===== src/rtl/tank_level_ctrl.sv =====
// Water-tank level controller: sample debounce, pump hysteresis,
// dry-run fault detection and pulsed buzzer alarm.
module tank_level_ctrl #(
  parameter int LVL_W       = 8,
  parameter int LOW_TH      = 64,
  parameter int HIGH_TH     = 192,
  parameter int ALARM_TH    = 240,
  parameter int STABLE_N    = 4,
  parameter int BUZZ_HALF   = 8,
  parameter int DRY_TIMEOUT = 1000
) (
  input  logic             clk,
  input  logic             rst_n,
  input  logic             enable,
  input  logic             sample_valid,
  input  logic [LVL_W-1:0] level_in,
  output logic [LVL_W-1:0] level,
  output logic             motor,
  output logic             led,
  output logic             buzzer,
  output logic             fault
);

  localparam int CW = $clog2(STABLE_N + 1);
  localparam int DW = $clog2(DRY_TIMEOUT);
  localparam int PW = $clog2(2 * BUZZ_HALF);

  localparam logic [LVL_W-1:0] L_LOW   = LVL_W'(LOW_TH);
  localparam logic [LVL_W-1:0] L_HIGH  = LVL_W'(HIGH_TH);
  localparam logic [LVL_W-1:0] L_ALARM = LVL_W'(ALARM_TH);
  localparam logic [CW-1:0]    C_N     = CW'(STABLE_N);
  localparam logic [CW-1:0]    C_ONE   = CW'(1);
  localparam logic [DW-1:0]    D_END   = DW'(DRY_TIMEOUT - 1);
  localparam logic [PW-1:0]    P_HALF  = PW'(BUZZ_HALF);
  localparam logic [PW-1:0]    P_END   = PW'(2 * BUZZ_HALF - 1);

  typedef enum logic [1:0] {
    S_OFF,
    S_IDLE,
    S_FILL,
    S_FAULT
  } state_t;

  state_t           r_state;
  state_t           w_next;
  logic [LVL_W-1:0] r_cand;
  logic [LVL_W-1:0] r_level;
  logic [CW-1:0]    r_cnt;
  logic             r_lvl_ok;
  logic [DW-1:0]    r_dry;
  logic [PW-1:0]    r_phase;
  logic             r_buzz;

  logic w_upd;
  logic w_rise;
  logic w_ovf;
  logic w_alarm;

  assign w_upd   = (r_cnt == C_N) && (r_cand != r_level);
  assign w_rise  = w_upd && (r_cand > r_level);
  assign w_ovf   = r_level >= L_ALARM;
  assign w_alarm = w_ovf || (r_state == S_FAULT);

  // Filter runs regardless of controller state or enable.
  always_ff @(posedge clk or negedge rst_n) begin
    if (!rst_n) begin
      r_cand   <= '0;
      r_cnt    <= '0;
      r_level  <= '0;
      r_lvl_ok <= 1'b0;
    end else begin
      if (sample_valid) begin
        if (level_in == r_cand) begin
          if (r_cnt != C_N) r_cnt <= r_cnt + 1'b1;
        end else begin
          r_cand <= level_in;
          r_cnt  <= C_ONE;
        end
      end
      if (w_upd) begin
        r_level  <= r_cand;
        r_lvl_ok <= 1'b1;
      end
    end
  end

  always_comb begin
    w_next = r_state;
    unique case (r_state)
      S_OFF:   w_next = S_IDLE;
      S_IDLE: begin
        if (r_lvl_ok && (r_level <= L_LOW)) w_next = S_FILL;
      end
      S_FILL: begin
        if ((r_level >= L_HIGH) || w_ovf) w_next = S_IDLE;
        else if (r_dry == D_END)          w_next = S_FAULT;
      end
      S_FAULT: w_next = S_FAULT;
    endcase
    if (!enable) w_next = S_OFF;
  end

  always_ff @(posedge clk or negedge rst_n) begin
    if (!rst_n) begin
      r_state <= S_OFF;
      r_dry   <= '0;
    end else begin
      r_state <= w_next;
      if ((r_state == S_FILL) && (w_next == S_FILL))
        r_dry <= w_rise ? '0 : r_dry + 1'b1;
      else
        r_dry <= '0;
    end
  end

  always_ff @(posedge clk or negedge rst_n) begin
    if (!rst_n) begin
      r_phase <= '0;
      r_buzz  <= 1'b0;
    end else if (!w_alarm) begin
      r_phase <= '0;
      r_buzz  <= 1'b0;
    end else begin
      r_buzz  <= r_phase < P_HALF;
      r_phase <= (r_phase == P_END) ? '0 : r_phase + 1'b1;
    end
  end

  assign level  = r_level;
  assign motor  = (r_state == S_FILL) && !w_ovf;
  assign led    = r_lvl_ok && (r_level >= L_HIGH);
  assign buzzer = r_buzz;
  assign fault  = r_state == S_FAULT;

endmodule


===== config.mk =====
export PLATFORM = sky130hd
export DESIGN_NAME = tank_level_ctrl
export DESIGN_NICKNAME = d
export VERILOG_FILES = /design/src/rtl/tank_level_ctrl.sv
export SDC_FILE = /design/constraint.sdc
export NUM_CORES = 1
export LEC_CHECK = 0
export CAP_MARGIN = 20
export CELL_PAD_IN_SITES_DETAIL_PLACEMENT = 1
export CELL_PAD_IN_SITES_GLOBAL_PLACEMENT = 1
export CORE_MARGIN = 4
export CORE_UTILIZATION = 47
export DETAILED_ROUTE_END_ITERATION = 12
export PLACE_DENSITY = 0.87
export SYNTH_ARGS = -nofsm -noshare
export SYNTH_HDL_FRONTEND = slang
export SYNTH_SLANG_ARGS = --single-unit

===== constraint.sdc =====
create_clock -name clk -period 2.8 [get_ports clk]
set_input_delay 0.56 -clock clk [delete_from_list [all_inputs] [get_ports clk]]
set_output_delay 0.56 -clock clk [all_outputs]
set_load 0.01 [all_outputs]

Yosys cells after proc, flatten, opt, wreduce, memory -nomap -nowiden
Index checks and enable logic that the tools add are counted.
{"block": "word_totals", "register_bits": 37, "inputBits": 12, "word_cells": 52}
{"block": "op_classes", "n_mux": 12, "bitwise_logic": 1, "add_sub_neg": 3, "eq_ne": 11, "order_cmp": 5, "reduce_logical": 12}
{"cell": "two-way mux 10 bit", "n": 2}
{"cell": ">= comparator 8 bit, second input constant", "n": 2}
{"cell": "adder 10 x 1 -> 10 bit, second input constant", "n": 1}
{"cell": "equality test 10 bit, second input constant", "n": 1}
{"cell": "equality test 8 bit", "n": 1}
{"cell": "> comparator 8 bit", "n": 1}
{"cell": "less-or-equal comparator 8 x 7 -> 1 bit, second input constant", "n": 1}
{"cell": "two-way mux 2 bit", "n": 4}
{"cell": "two-way mux 4 bit", "n": 2}
{"cell": "inequality test 8 bit", "n": 1}
{"cell": "case mux 2 bit (4 select lines)", "n": 1}
{"cell": "equality test 2 bit, second input constant", "n": 3}
{"cell": "logical AND 1 bit", "n": 6}
{"cell": "two-way mux 3 bit", "n": 2}
{"cell": "adder 4 x 1 -> 4 bit, second input constant", "n": 1}
{"cell": "equality test 4 bit, second input constant", "n": 1}
{"cell": "less-than comparator 4 bit, second input constant", "n": 1}
{"cell": "AND reduction 2 bit", "n": 2}
{"cell": "adder 3 x 1 -> 3 bit, second input constant", "n": 1}
{"cell": "equality test 3 bit, second input constant", "n": 1}
{"cell": "inequality test 3 bit, second input constant", "n": 1}
{"cell": "equality test 2 x 1 -> 1 bit, second input constant", "n": 1}
{"cell": "zero test 2 bit", "n": 1}
{"cell": "logical OR 1 bit", "n": 2}
{"cell": "4 further kinds", "n": 4}

Logic depth before layout (Yosys ltp)
Gate-level depths: netlist (run 1).
{"block": "logic_depth", "word_depth": 8, "mapped_depth": 7, "ltp_nobuf": 6}

Worst setup path after synthesis (run 1)
OpenSTA, ideal clock, no wires.
{"block": "synth_timing", "kind": "reg-to-reg", "start": "register r_level[6] (netlist: level[6])", "end": "register r_level[1] (netlist: level[1])", "path_buffers": 1, "setup_ns": 0.125, "setup_slack_ns": 0.897, "synth_period_minus_slack_ns": 1.903, "t_arrival_ns": 1.779, "stages_incl_launch_ff": 7, "cell_sequence": "dfrtp_1 inv_1 ha_1 nand4_1 o21bai_1 buf_2 mux2_2"}
{"block": "synth_between", "elab_chain_cells": 2}
{"item": "start: declaration", "line_no": "47", "source": "logic [LVL_W-1:0] r_level;"}
{"item": "start signal: assignment", "line_no": "81", "source": "r_level <= r_cand;"}
{"item": "inequality test 8 bit", "line_no": "59", "source": "assign w_upd = (r_cnt == C_N) && (r_cand != r_level);"}
{"item": "logical AND 1 bit", "line_no": "59"}
No other way between the ends.
A chain may end at the register's enable or synchronous reset.

Final worst setup path (run 1)
{"block": "layout_timing", "start": "register r_level[7] (netlist: level[7])", "end": "register r_level[4] (netlist: level[4])"}
The elaborated chain is that of the path after synthesis.

==> impl_metrics.py, run 1 <==
metrics = {
    "logic_synthesis": {
        "ys_dominant_reg_cell": "sky130_fd_sc_hd__dfrtp_1",
        "synth.top_cell.area_share_pct": 47.4,
        "synth_enable_flop_cells": 0,
        "synth_simple_gate_area_share_pct": 16.5,
        "synthesis.instances": 171,
        "syn-cell-area_um2": 1950,
        "synth_compound_gate_area_share_pct": 9.04,
        "synthMostInstantiatedCell": "sky130_fd_sc_hd__dfrtp_1",
        "ys_async_sr_fraction_pct": 100,
        "netlist_top_cells_area": "sky130_fd_sc_hd__dfrtp_1 (47%), sky130_fd_sc_hd__mux2_2 (8.7%), sky130_fd_sc_hd__ha_1 (7.7%)",
        "yosysSeqAreaShare_pct": 47.4,
        "post_synthesis_cell_type_with_the_largest_combined_area": "sky130_fd_sc_hd__dfrtp_1",
        "synth.top_cells.by_count": "sky130_fd_sc_hd__dfrtp_1 (37), sky130_fd_sc_hd__mux2_2 (15), sky130_fd_sc_hd__xnor2_1 (14), sky130_fd_sc_hd__ha_1 (12), sky130_fd_sc_hd__inv_1 (11)",
        "post_synth_num_cell_types": 39,
        "syn_nets": 195,
        "post_synth_fa_ha_maj_area_fraction_pct": 7.69,
        "combinational_family_with_the_most_area_after_synthesis": "simple AND/OR/NAND/NOR gates",
        "yosys.area_share.xor_xnor_pct": 7.63,
        "mux_share_of_post_synthesis_cell_area_pct": 9.17,
        "avgSynthCellArea_um2": 11.4,
        "synth-seq-cells": 37,
        "yosysWarningCount": 0,
    },
    "worst_setup_path": {
        "cp.arrival_ns": 2.48,
        "timing_worst_setup_path_type": "flop to flop",
        "timing.critical_path.from_type": "flop",
        "crit_fanout": 7,
        "cp-end-kind": "flop",
        "data_required_critical_path_ns": 2.98,
    },
    "placed_design": {
        "place_hpwl_mm": 3.37,
        "detailed_place.area_um2": 2250,
        "buffer_ports.inserted": 23,
        "preCtsSetupSlack_ns": 0.411,
        "post-place-cells": 244,
        "final_weighted_congestion_in_routability_driven_placement": 0.786,
    },
    "power": {
        "power-per-cell-area_nw_per_um2": 463,
        "vdd.ir_drop.worst_v": 0.000289,
        "power_switching_share_pct": 24.0,
        "leakage_power_of_the_design_nw": 0.961,
        "clock_power_share_pct": 37.6,
        "p_seq_share_pct": 52.1,
        "internal_power_w": 0.000827,
        "power.net_switching_w": 0.000261,
        "combinationalPowerShare_pct": 10.3,
    },
    "cells_and_area": {
        "synthToLayoutAreaGrowth_pct": 20.5,
        "finish.instance_area_um2": 2350,
        "post_route_cells_drive_above_1_share_pct": 14.9,
        "antenna-diode-count": 0,
        "layout.cells.non_filler": 252,
        "fin_nets": 225,
    },
    "clock_network": {
        "postCtsSetupRepairBufs": 0,
        "clk_transition_reported_paths_ns": 0.07,
        "tritoncts_buffer_count": 5,
        "cts_hold_buffers": 0,
        "clock_sinks": 37,
        "clk_latency_ns": 0.29,
        "cts_tree": "built",
        "maximum_count_of_clock_buffers_along_a_single_path": 2,
        "cts_repair_resize_count": 0,
        "cts-root-buf": "sky130_fd_sc_hd__clkbuf_8",
        "cts.htree.levels": 2,
    },
    "floorplanning": {
        "fp-row-count": 23,
        "design.core.area_um2": 4000,
        "boundaryPins": 24,
        "die_footprint_um2": 5250,
        "die-height_um": 72.4,
        "die_width_um": 72.4,
        "initial_utilization_pct": 48.8,
    },
    "timing": {
        "clock_skew_ns": 0.00633,
        "final_critical_path_setup_slack_ns": 0.503,
        "unrepaired_setup_endpoints_after_global_routing": "no",
        "relSlewSlack_pct": 46.0,
        "max_freq_mhz": 435,
        "hold_viol_final": 0,
        "final_max_slew_viol_count": 0,
        "finalWorstPathRequiredPeriod_ns": 2.30,
        "period_share_pct": 82.0,
        "worst_slew_pin_slew_ns": 0.809,
        "fin_tns_setup_ns": 0,
        "timing.final.setup_violations": 0,
    },
    "grt": {
        "grt_pass1_wl_mm": 8.14,
        "pin_count_of_the_biggest_net_entering_global_routing": 38,
        "via_count_of_the_first_global_routing_pass": 1631,
        "grt_use_total_pct": 20.6,
        "globalRoute.totalOverflow": 0,
        "antenna_violations_before_repair": 0,
    },
    "detailed_routing": {
        "drc": 0,
        "initialDrtViolationCount": 90,
        "routed_wire_length_per_instance_um": 19.3,
        "drt_pre_antenna_iters": 4,
        "via_count": 1468,
        "route.detailed.vias_per_inst": 5.83,
        "drtAntennaViolNets": 0,
        "totalWireLength_mm": 4.87,
    },
    "min_path": {
        "hp-class": "flop to flop",
    },
    "status": {
        "status": "completed",
    },
    "run": {
        "max_cap_viol_count": 0,
    },
}
[cells in the final DEF (no fill, tap or decap), types with 2 or more instances in the layout]
cell type                         count
sky130_fd_sc_hd__a21oi_1              7
sky130_fd_sc_hd__and2_1               2
sky130_fd_sc_hd__buf_4                2
sky130_fd_sc_hd__clkbuf_8             7
sky130_fd_sc_hd__clkdlybuf4s50_1     23
sky130_fd_sc_hd__dfrtp_1             37
sky130_fd_sc_hd__ha_1                12
sky130_fd_sc_hd__inv_1               11
sky130_fd_sc_hd__mux2_2              15
sky130_fd_sc_hd__nand2_1             10
sky130_fd_sc_hd__nand2b_1             3
sky130_fd_sc_hd__nand3_1              3
sky130_fd_sc_hd__nand4_1              6
sky130_fd_sc_hd__nor2_1               6
sky130_fd_sc_hd__nor2b_1              2
sky130_fd_sc_hd__nor3_1               6
sky130_fd_sc_hd__nor4b_1              9
sky130_fd_sc_hd__o21ai_0              3
sky130_fd_sc_hd__xnor2_1             14
sky130_fd_sc_hd__xor2_1               3
[cells by family (layout without fill, tap and decap cells)]
| kind of cell | Yosys count | after routing |
|---|---|---|
| AOI/OAI and AO/OA | 23 | 23 |
| xor gates and xnor gates | 17 | 17 |
| adders and majority gates | 12 | 12 |
| buffers and inverters | 13 | 44 |
| DFF | 37 | 37 |
| muxes | 16 | 16 |
| and+or+nand+nor | 53 | 53 |
[flip-flops by register name, indices dropped and copies added (netlist names)]
signal    cells
r_state       2
r_phase       4
r_lvl_ok      1
buzzer        1
level         8
r_dry        10
r_cnt         3
r_cand        8
[final timing paths]
check                                       endpoint  depth (start not counted)            startpoint  slack, ns
worst max-delay path            level[4]$_DFFE_PN0P_                          6  level[7]$_DFFE_PN0P_       0.50
worst min-delay path                buzzer$_DFF_PN0_                          1  r_phase[3]$_DFF_PN0_       0.48
worst max register to register  level[4]$_DFFE_PN0P_                          6  level[7]$_DFFE_PN0P_       0.50
worst min register to register      buzzer$_DFF_PN0_                          1  r_phase[3]$_DFF_PN0_       0.48
max in group asynchronous         r_dry[2]$_DFF_PN0_                          2                 rst_n       1.76
min in group asynchronous         r_dry[6]$_DFF_PN0_                          2                 rst_n       0.69
[worst max-delay path: stages (launching register included)]
cell                       delay (ns)
sky130_fd_sc_hd__dfrtp_1         0.43
sky130_fd_sc_hd__inv_1           0.09
sky130_fd_sc_hd__ha_1            0.33
sky130_fd_sc_hd__nand4_1         0.17
sky130_fd_sc_hd__o21bai_1        0.54
sky130_fd_sc_hd__buf_4           0.27
sky130_fd_sc_hd__mux2_2          0.35
[area by class of cell]
type                    instances  area, µm²
fillers                       415       1650
multi-input cells             121        976
flip-flops and latches         37        926
repair buffers                 25        245
clock buffers                   7       96.3
well taps                      50       62.6
inverters                      11       41.3
clock inverters                 1       5.00
[per-layer routing]
layer  track usage, %  vias to the layer above  part of all wire (%)
li1                 -                      682                     -
met1             25.0                      740                    43
met2             35.2                       35                    50
met3             5.54                       11                   4.7
met4             7.17                        0                   2.0
met5                0                        -                     0
[stage by stage]
step | power, W | hold slack [ns] | util, %
floorplan | 0.000633 | 0.264 | -
global placement | 0.000676 | 0.451 | 56.3
detailed placement | 0.000684 | 0.473 | 56.3
CTS | 0.00109 | 0.476 | 58.8
global route | 0.00114 | 0.502 | 58.8
finish | 0.00109 | 0.477 | 58.8
[power by group through the flow]
stage / Clock (W) / Combinational, W / Sequential [W]
2_1_floorplan: 0 / 0.0000633 / 0.000569
4_1_cts: 0.000416 / 0.000113 / 0.000566
3_5_place_dp: 0 / 0.000109 / 0.000576
6_report: 0.000410 / 0.000112 / 0.000567
5_1_grt: 0.000449 / 0.000122 / 0.000568
3_3_place_gp: 0 / 0.000101 / 0.000574
Power figures use the tool's default switching activity.
==> run 2: changes to the inputs <==
- CORE_UTILIZATION: 47 -> 39
- PLACE_DENSITY: 0.87 -> 0.77
- clock period: 2.8 -> 2.1 ns (I/O delays scaled with it)
==> run 2 against run 1 <==
- routed wire length is 6.2% lower
- global-route usage down 4.1 points
- total power is 29% higher
- clock-buffer cell count stayed put
- die area rose by 18%
- worst setup slack got worse by 0.35 ns
- largest cell class unchanged
==> impl_metrics.py, run 2 (synthesis results as in run 1) <==
metrics = {
    "status": {
        "status": "completed",
    },
    "timing": {
        "max_freq_mhz": 512,
        "worst_slew_pin_slew_ns": 0.643,
        "final_max_slew_viol_count": 0,
        "hold_viol_final": 0,
        "final_critical_path_setup_slack_ns": 0.149,
        "clock_skew_ns": 0.00231,
        "relSlewSlack_pct": 57.0,
        "worst_hold_slack_ns": 0.483,
        "finalWorstPathRequiredPeriod_ns": 1.95,
        "fin_tns_setup_ns": 0,
        "timing.final.setup_violations": 0,
        "period_share_pct": 92.9,
    },
    "placed_design": {
        "place_hpwl_mm": 3.47,
        "preCtsSetupSlack_ns": -0.104,
        "buffer_ports.inserted": 23,
        "post-place-cells": 266,
        "final_weighted_congestion_in_routability_driven_placement": 0.871,
    },
    "worst_setup_path": {
        "crit_fanout": 10,
        "critPathTopFamily": "compound AO/OA/AOI/OAI gates",
        "cp.arrival_ns": 2.09,
        "data_required_critical_path_ns": 2.23,
        "worst_path_largest_cell_delay_ns": 0.57,
        "crit_chain": "inv_1, ha_1, nand4_1, buf_4, a211oi_4, nor4b_2",
        "worstRegToRegCells": 6,
        "cpMaxStageDelayCell": "sky130_fd_sc_hd__a211oi_4",
        "worst_reg2reg_path_endpoint": "r_dry[4]$_DFF_PN0_",
        "r2r-start": "level[5]$_DFFE_PN0P_",
        "cp-end-kind": "flop",
        "count_of_buffering_cells_on_the_critical_path_with_inverters_included": 2,
        "timing_worst_setup_path_type": "flop to flop",
        "worst-r2r-setup-slack_ns": 0.15,
        "timing.critical_path.from_type": "flop",
    },
    "floorplanning": {
        "initial_utilization_pct": 40.8,
        "design.core.area_um2": 4790,
        "die_width_um": 78.7,
        "die_footprint_um2": 6200,
        "fp-row-count": 25,
        "boundaryPins": 24,
        "die-height_um": 78.7,
    },
    "min_path": {
        "hp-class": "flop to flop",
        "min_path_cells": 1,
        "min_from": "r_phase[3]$_DFF_PN0_",
        "hold_critical_path_endpoint": "buzzer$_DFF_PN0_",
    },
    "clock_network": {
        "cts-root-buf": "sky130_fd_sc_hd__clkbuf_8",
        "cts.htree.levels": 2,
        "cts_tree": "built",
        "clock_sinks": 37,
        "clk_transition_reported_paths_ns": 0.07,
        "maximum_count_of_clock_buffers_along_a_single_path": 2,
        "tritoncts_buffer_count": 5,
        "cts_hold_buffers": 0,
        "clk_latency_ns": 0.28,
    },
    "detailed_routing": {
        "routed_wire_length_per_instance_um": 16.6,
        "drtAntennaViolNets": 0,
        "route.detailed.vias_per_inst": 5.18,
        "via_count": 1424,
        "drt_pre_antenna_iters": 4,
        "initialDrtViolationCount": 58,
        "drc": 0,
        "totalWireLength_mm": 4.57,
    },
    "cells_and_area": {
        "post-route-util_pct": 51.8,
        "commonest_cells_after_routing_fill_and_taps_aside": "sky130_fd_sc_hd__dfrtp_1 (36), sky130_fd_sc_hd__clkdlybuf4s50_1 (22), sky130_fd_sc_hd__mux2_2 (15)",
        "post_route_cells_drive_above_1_share_pct": 21.6,
        "layout.cells.non_filler": 275,
        "final_common_cell": "sky130_fd_sc_hd__dfrtp_1",
        "synthToLayoutAreaGrowth_pct": 27.1,
        "antenna-diode-count": 0,
        "largest_register_ff_count": 10,
        "n_fill_cell": 524,
        "fin_nets": 232,
        "registers.top_by_ff_count": "r_dry",
    },
    "grt": {
        "globalRoute.totalOverflow": 0,
        "pin_count_of_the_biggest_net_entering_global_routing": 38,
        "grt_pass1_wl_mm": 7.86,
        "antenna_violations_before_repair": 0,
        "via_count_of_the_first_global_routing_pass": 1642,
        "grt_use_total_pct": 16.5,
    },
    "power": {
        "vdd.ir_drop.worst_v": 0.000278,
        "combinationalPowerShare_pct": 11.6,
        "power.net_switching_w": 0.000330,
        "internal_power_w": 0.00108,
        "leakage_power_of_the_design_nw": 1.01,
        "p_seq_share_pct": 53.4,
        "clock_power_share_pct": 35.0,
        "power-per-cell-area_nw_per_um2": 567,
        "power_switching_share_pct": 23.5,
    },
    "run": {
        "max_cap_viol_count": 0,
    },
}
[run 2: timing repair]
item / 4_1_cts / 5_1_grt
resized for setup: 0 / 13
endpoints found under the setup margin: 0 / 11
endpoints found under the hold margin: 0 / 0
setup buffers: 0 / 2
[run 2: power groups by stage]
stage / registers [W] / clock network, W / logic, W
2_1_floorplan: 0.000759 / 0 / 0.0000844
3_3_place_gp: 0.000763 / 0 / 0.000150
3_5_place_dp: 0.000765 / 0 / 0.000160
4_1_cts: 0.000751 / 0.000519 / 0.000160
5_1_grt: 0.000754 / 0.000552 / 0.000183
6_report: 0.000751 / 0.000493 / 0.000163
[run 2: worst max path at each step]
| stage | from | to | slack (ns) | cells past startpoint |
|---|---|---|---|---|
| floorplan | level[6]$_DFFE_PN0P_ | level[1]$_DFFE_PN0P_ | 0.20 | 6 |
| global placement | level_in[6] | r_cand[2]$_DFFE_PN0P_ | 0.02 | 5 |
| detailed placement | level_in[6] | r_cand[1]$_DFFE_PN0P_ | -0.10 | 5 |
| CTS | level[7]$_DFFE_PN0P_ | r_dry[4]$_DFF_PN0_ | 0.001 | 7 |
| global route | level[7]$_DFFE_PN0P_ | r_dry[2]$_DFF_PN0_ | -0.007 | 6 |
| finish | level[5]$_DFFE_PN0P_ | r_dry[4]$_DFF_PN0_ | 0.15 | 6 |
[run 2: layer usage]
metal | share of wire, % | up-vias | GRT usage [%]
li1 | - | 690 | -
met1 | 43 | 709 | 19.1
met2 | 54 | 23 | 29.9
met3 | 2.8 | 2 | 3.97
met4 | 0.64 | 0 | 5.24
met5 | 0 | - | 0
[run 2: area by class of cell]
type / count / area (µm²) / area share [%]
Inverter: 11 / 41.3 / 1.66
Timing Repair Buffer: 32 / 304 / 12.3
Tap cell: 67 / 83.8 / 3.38
Sequential cell: 37 / 927 / 37.4
Clock buffer: 7 / 86.3 / 3.48
Multi-Input combinational cell: 121 / 1040 / 41.9
[run 2: stage by stage]
step | area, µm² | power, W
3_3_place_gp | 2310 | 0.000913
2_1_floorplan | 1950 | 0.000844
3_5_place_dp | 2310 | 0.000925
5_1_grt | 2480 | 0.00149
6_report | 2480 | 0.00141
4_1_cts | 2400 | 0.00143
==> run 3: changes to the inputs <==
- GPL_TIMING_DRIVEN: not set -> 0
- RECOVER_POWER: not set -> 100
==> run 3 against run 2 <==
- die area stayed put
- cell count is 1.8% lower
- register-to-register slack worse by 0.04 ns
- combinational power is 10% lower
- largest cell class unchanged
- critical path type is now flop to output port
- hold slack worse by 0.23 ns
- design area is 3.6% lower
==> impl_metrics.py, run 3 (synthesis results as in run 1) <==
metrics = {
    "grt": {
        "pin_count_of_the_biggest_net_entering_global_routing": 38,
        "grt_use_total_pct": 16.2,
        "via_count_of_the_first_global_routing_pass": 1642,
        "antenna_violations_before_repair": 0,
        "globalRoute.totalOverflow": 0,
        "grt_pass1_wl_mm": 7.77,
    },
    "detailed_routing": {
        "totalWireLength_mm": 4.45,
        "routed_wire_length_per_instance_um": 16.5,
        "drc": 0,
        "drtAntennaViolNets": 0,
        "route.top_layer_used": "met4",
        "drt-met1-wl_mm": 1.78,
        "initialDrtViolationCount": 55,
        "route.detailed.vias_per_inst": 5.30,
        "drt_pre_antenna_iters": 4,
        "via_count": 1432,
        "dr_wl_met3_um": 148,
        "met2_routed_wirelength_mm": 2.45,
    },
    "clock_network": {
        "tritoncts_buffer_count": 5,
        "clk_transition_reported_paths_ns": 0.08,
        "cts-root-buf": "sky130_fd_sc_hd__clkbuf_8",
        "clock_sinks": 37,
        "maximum_count_of_clock_buffers_along_a_single_path": 2,
        "cts_hold_buffers": 0,
        "clk_latency_ns": 0.29,
        "cts.htree.levels": 2,
        "cts_tree": "built",
    },
    "floorplanning": {
        "design.core.area_um2": 4790,
        "die_width_um": 78.7,
        "fp-row-count": 25,
        "initial_utilization_pct": 40.8,
        "boundaryPins": 24,
        "die-height_um": 78.7,
        "die_footprint_um2": 6200,
    },
    "timing": {
        "fin_tns_setup_ns": 0,
        "timing.final.setup_violations": 0,
        "clock_skew_ns": 0.00779,
        "final_max_slew_viol_count": 0,
        "finalWorstPathRequiredPeriod_ns": 1.99,
        "relSlewSlack_pct": 37.6,
        "period_share_pct": 94.6,
        "worst_slew_pin_slew_ns": 0.936,
        "max_freq_mhz": 503,
        "hold_viol_final": 0,
        "unrepaired_setup_endpoints_after_global_routing": "yes",
    },
    "worst_setup_path": {
        "data_required_critical_path_ns": 1.68,
        "timing_worst_setup_path_type": "flop to output port",
        "cp-end-kind": "output port",
        "crit_fanout": 4,
        "timing.critical_path.from_type": "flop",
        "cp.arrival_ns": 1.57,
    },
    "power": {
        "vdd.ir_drop.worst_v": 0.000380,
        "power-per-cell-area_nw_per_um2": 606,
        "leakage_power_of_the_design_nw": 0.997,
    },
    "placed_design": {
        "final_weighted_congestion_in_routability_driven_placement": 0.785,
        "detailed_place.area_um2": 2260,
        "place_hpwl_mm": 3.26,
        "buffer_ports.inserted": 23,
    },
    "cells_and_area": {
        "commonest_cells_after_routing_fill_and_taps_aside": "sky130_fd_sc_hd__dfrtp_1 (37), sky130_fd_sc_hd__mux2_2 (15), sky130_fd_sc_hd__xnor2_1 (14)",
        "finish.instance_area_um2": 2390,
        "fin_nets": 226,
        "antenna-diode-count": 0,
        "registers.top_by_ff_count": "r_dry",
        "largest_register_ff_count": 10,
        "final_common_cell": "sky130_fd_sc_hd__dfrtp_1",
        "synthToLayoutAreaGrowth_pct": 22.5,
        "post_route_cells_drive_above_1_share_pct": 16.3,
    },
    "min_path": {
        "hp-class": "primary input to asynchronous set/reset pin",
    },
    "status": {
        "status": "completed",
    },
    "run": {
        "max_cap_viol_count": 0,
    },
}
-- run 3: final cells by class --
type                       count  area, µm²
inverter                      11       41.3
fill                         525       2390
sequential                    37        926
clock buffer                   7       96.3
tap                           67       83.8
multi-input combinational    121        998
clock inverter                 1       5.00
timing repair buffer          24        229
buffer                         2       11.3
-- run 3: what timing repair did --
action / in CTS / in global routing
setup endpoints to repair: 8 / 17
hold endpoints to repair: 0 / 0
buffers inserted: 0 / 1
pin swaps: 0 / 2
resized for setup: 2 / 4
-- run 3: metrics by stage --
step | hold slack (ns) | util [%] | setup slack, ns | std cells | power [W]
finish | 0.257 | 50.0 | 0.113 | 270 | 0.00145
global placement | 0.453 | 47.3 | -0.182 | 261 | 0.000900
floorplan | 0.124 | - | 0.197 | 171 | 0.000844
CTS | 0.261 | 49.5 | 0.0512 | 269 | 0.00147
global route | 0.336 | 50.0 | -0.0247 | 270 | 0.00152
detailed placement | 0.461 | 47.2 | -0.128 | 261 | 0.000909
-- run 3: where the power goes --
part / internal [W] / switching (W)
registers: 0.000730 / 0.0000230
logic: 0.0000741 / 0.0000719
clock network: 0.000297 / 0.000254
total: 0.00110 / 0.000349
-- run 3: path summary, 6_finish.rpt --
kind                                       startpoint  cells past startpoint  slack (ns)              endpoint
min in group clk                   r_dry[0]$_DFF_PN0_                      1        0.46    r_dry[0]$_DFF_PN0_
worst max register to register  r_cand[3]$_DFFE_PN0P_                      5        0.11  level[4]$_DFFE_PN0P_
max in group asynchronous                       rst_n                      1        1.26  r_state[1]$_DFF_PN0_
worst max-delay path             level[4]$_DFFE_PN0P_                      4        0.11                 motor
worst min-delay path                            rst_n                      1        0.26    r_dry[6]$_DFF_PN0_
worst min register to register     r_dry[0]$_DFF_PN0_                      1        0.46    r_dry[0]$_DFF_PN0_
-- run 3: critical path, cell delays in order, from the launching register on --
cell and delay (ns):
sky130_fd_sc_hd__dfrtp_1 0.41, sky130_fd_sc_hd__inv_1 0.10, sky130_fd_sc_hd__nor3_2 0.23, sky130_fd_sc_hd__nor2_1 0.07, sky130_fd_sc_hd__clkdlybuf4s50_1 0.48
-- run 3: routing by layer --
layer / GRT usage, % / vias up
met2: 29.8 / 23
met4: 5.59 / 0
met3: 4.31 / 6
li1: - / 676
met1: 17.8 / 727
met5: 0 / -
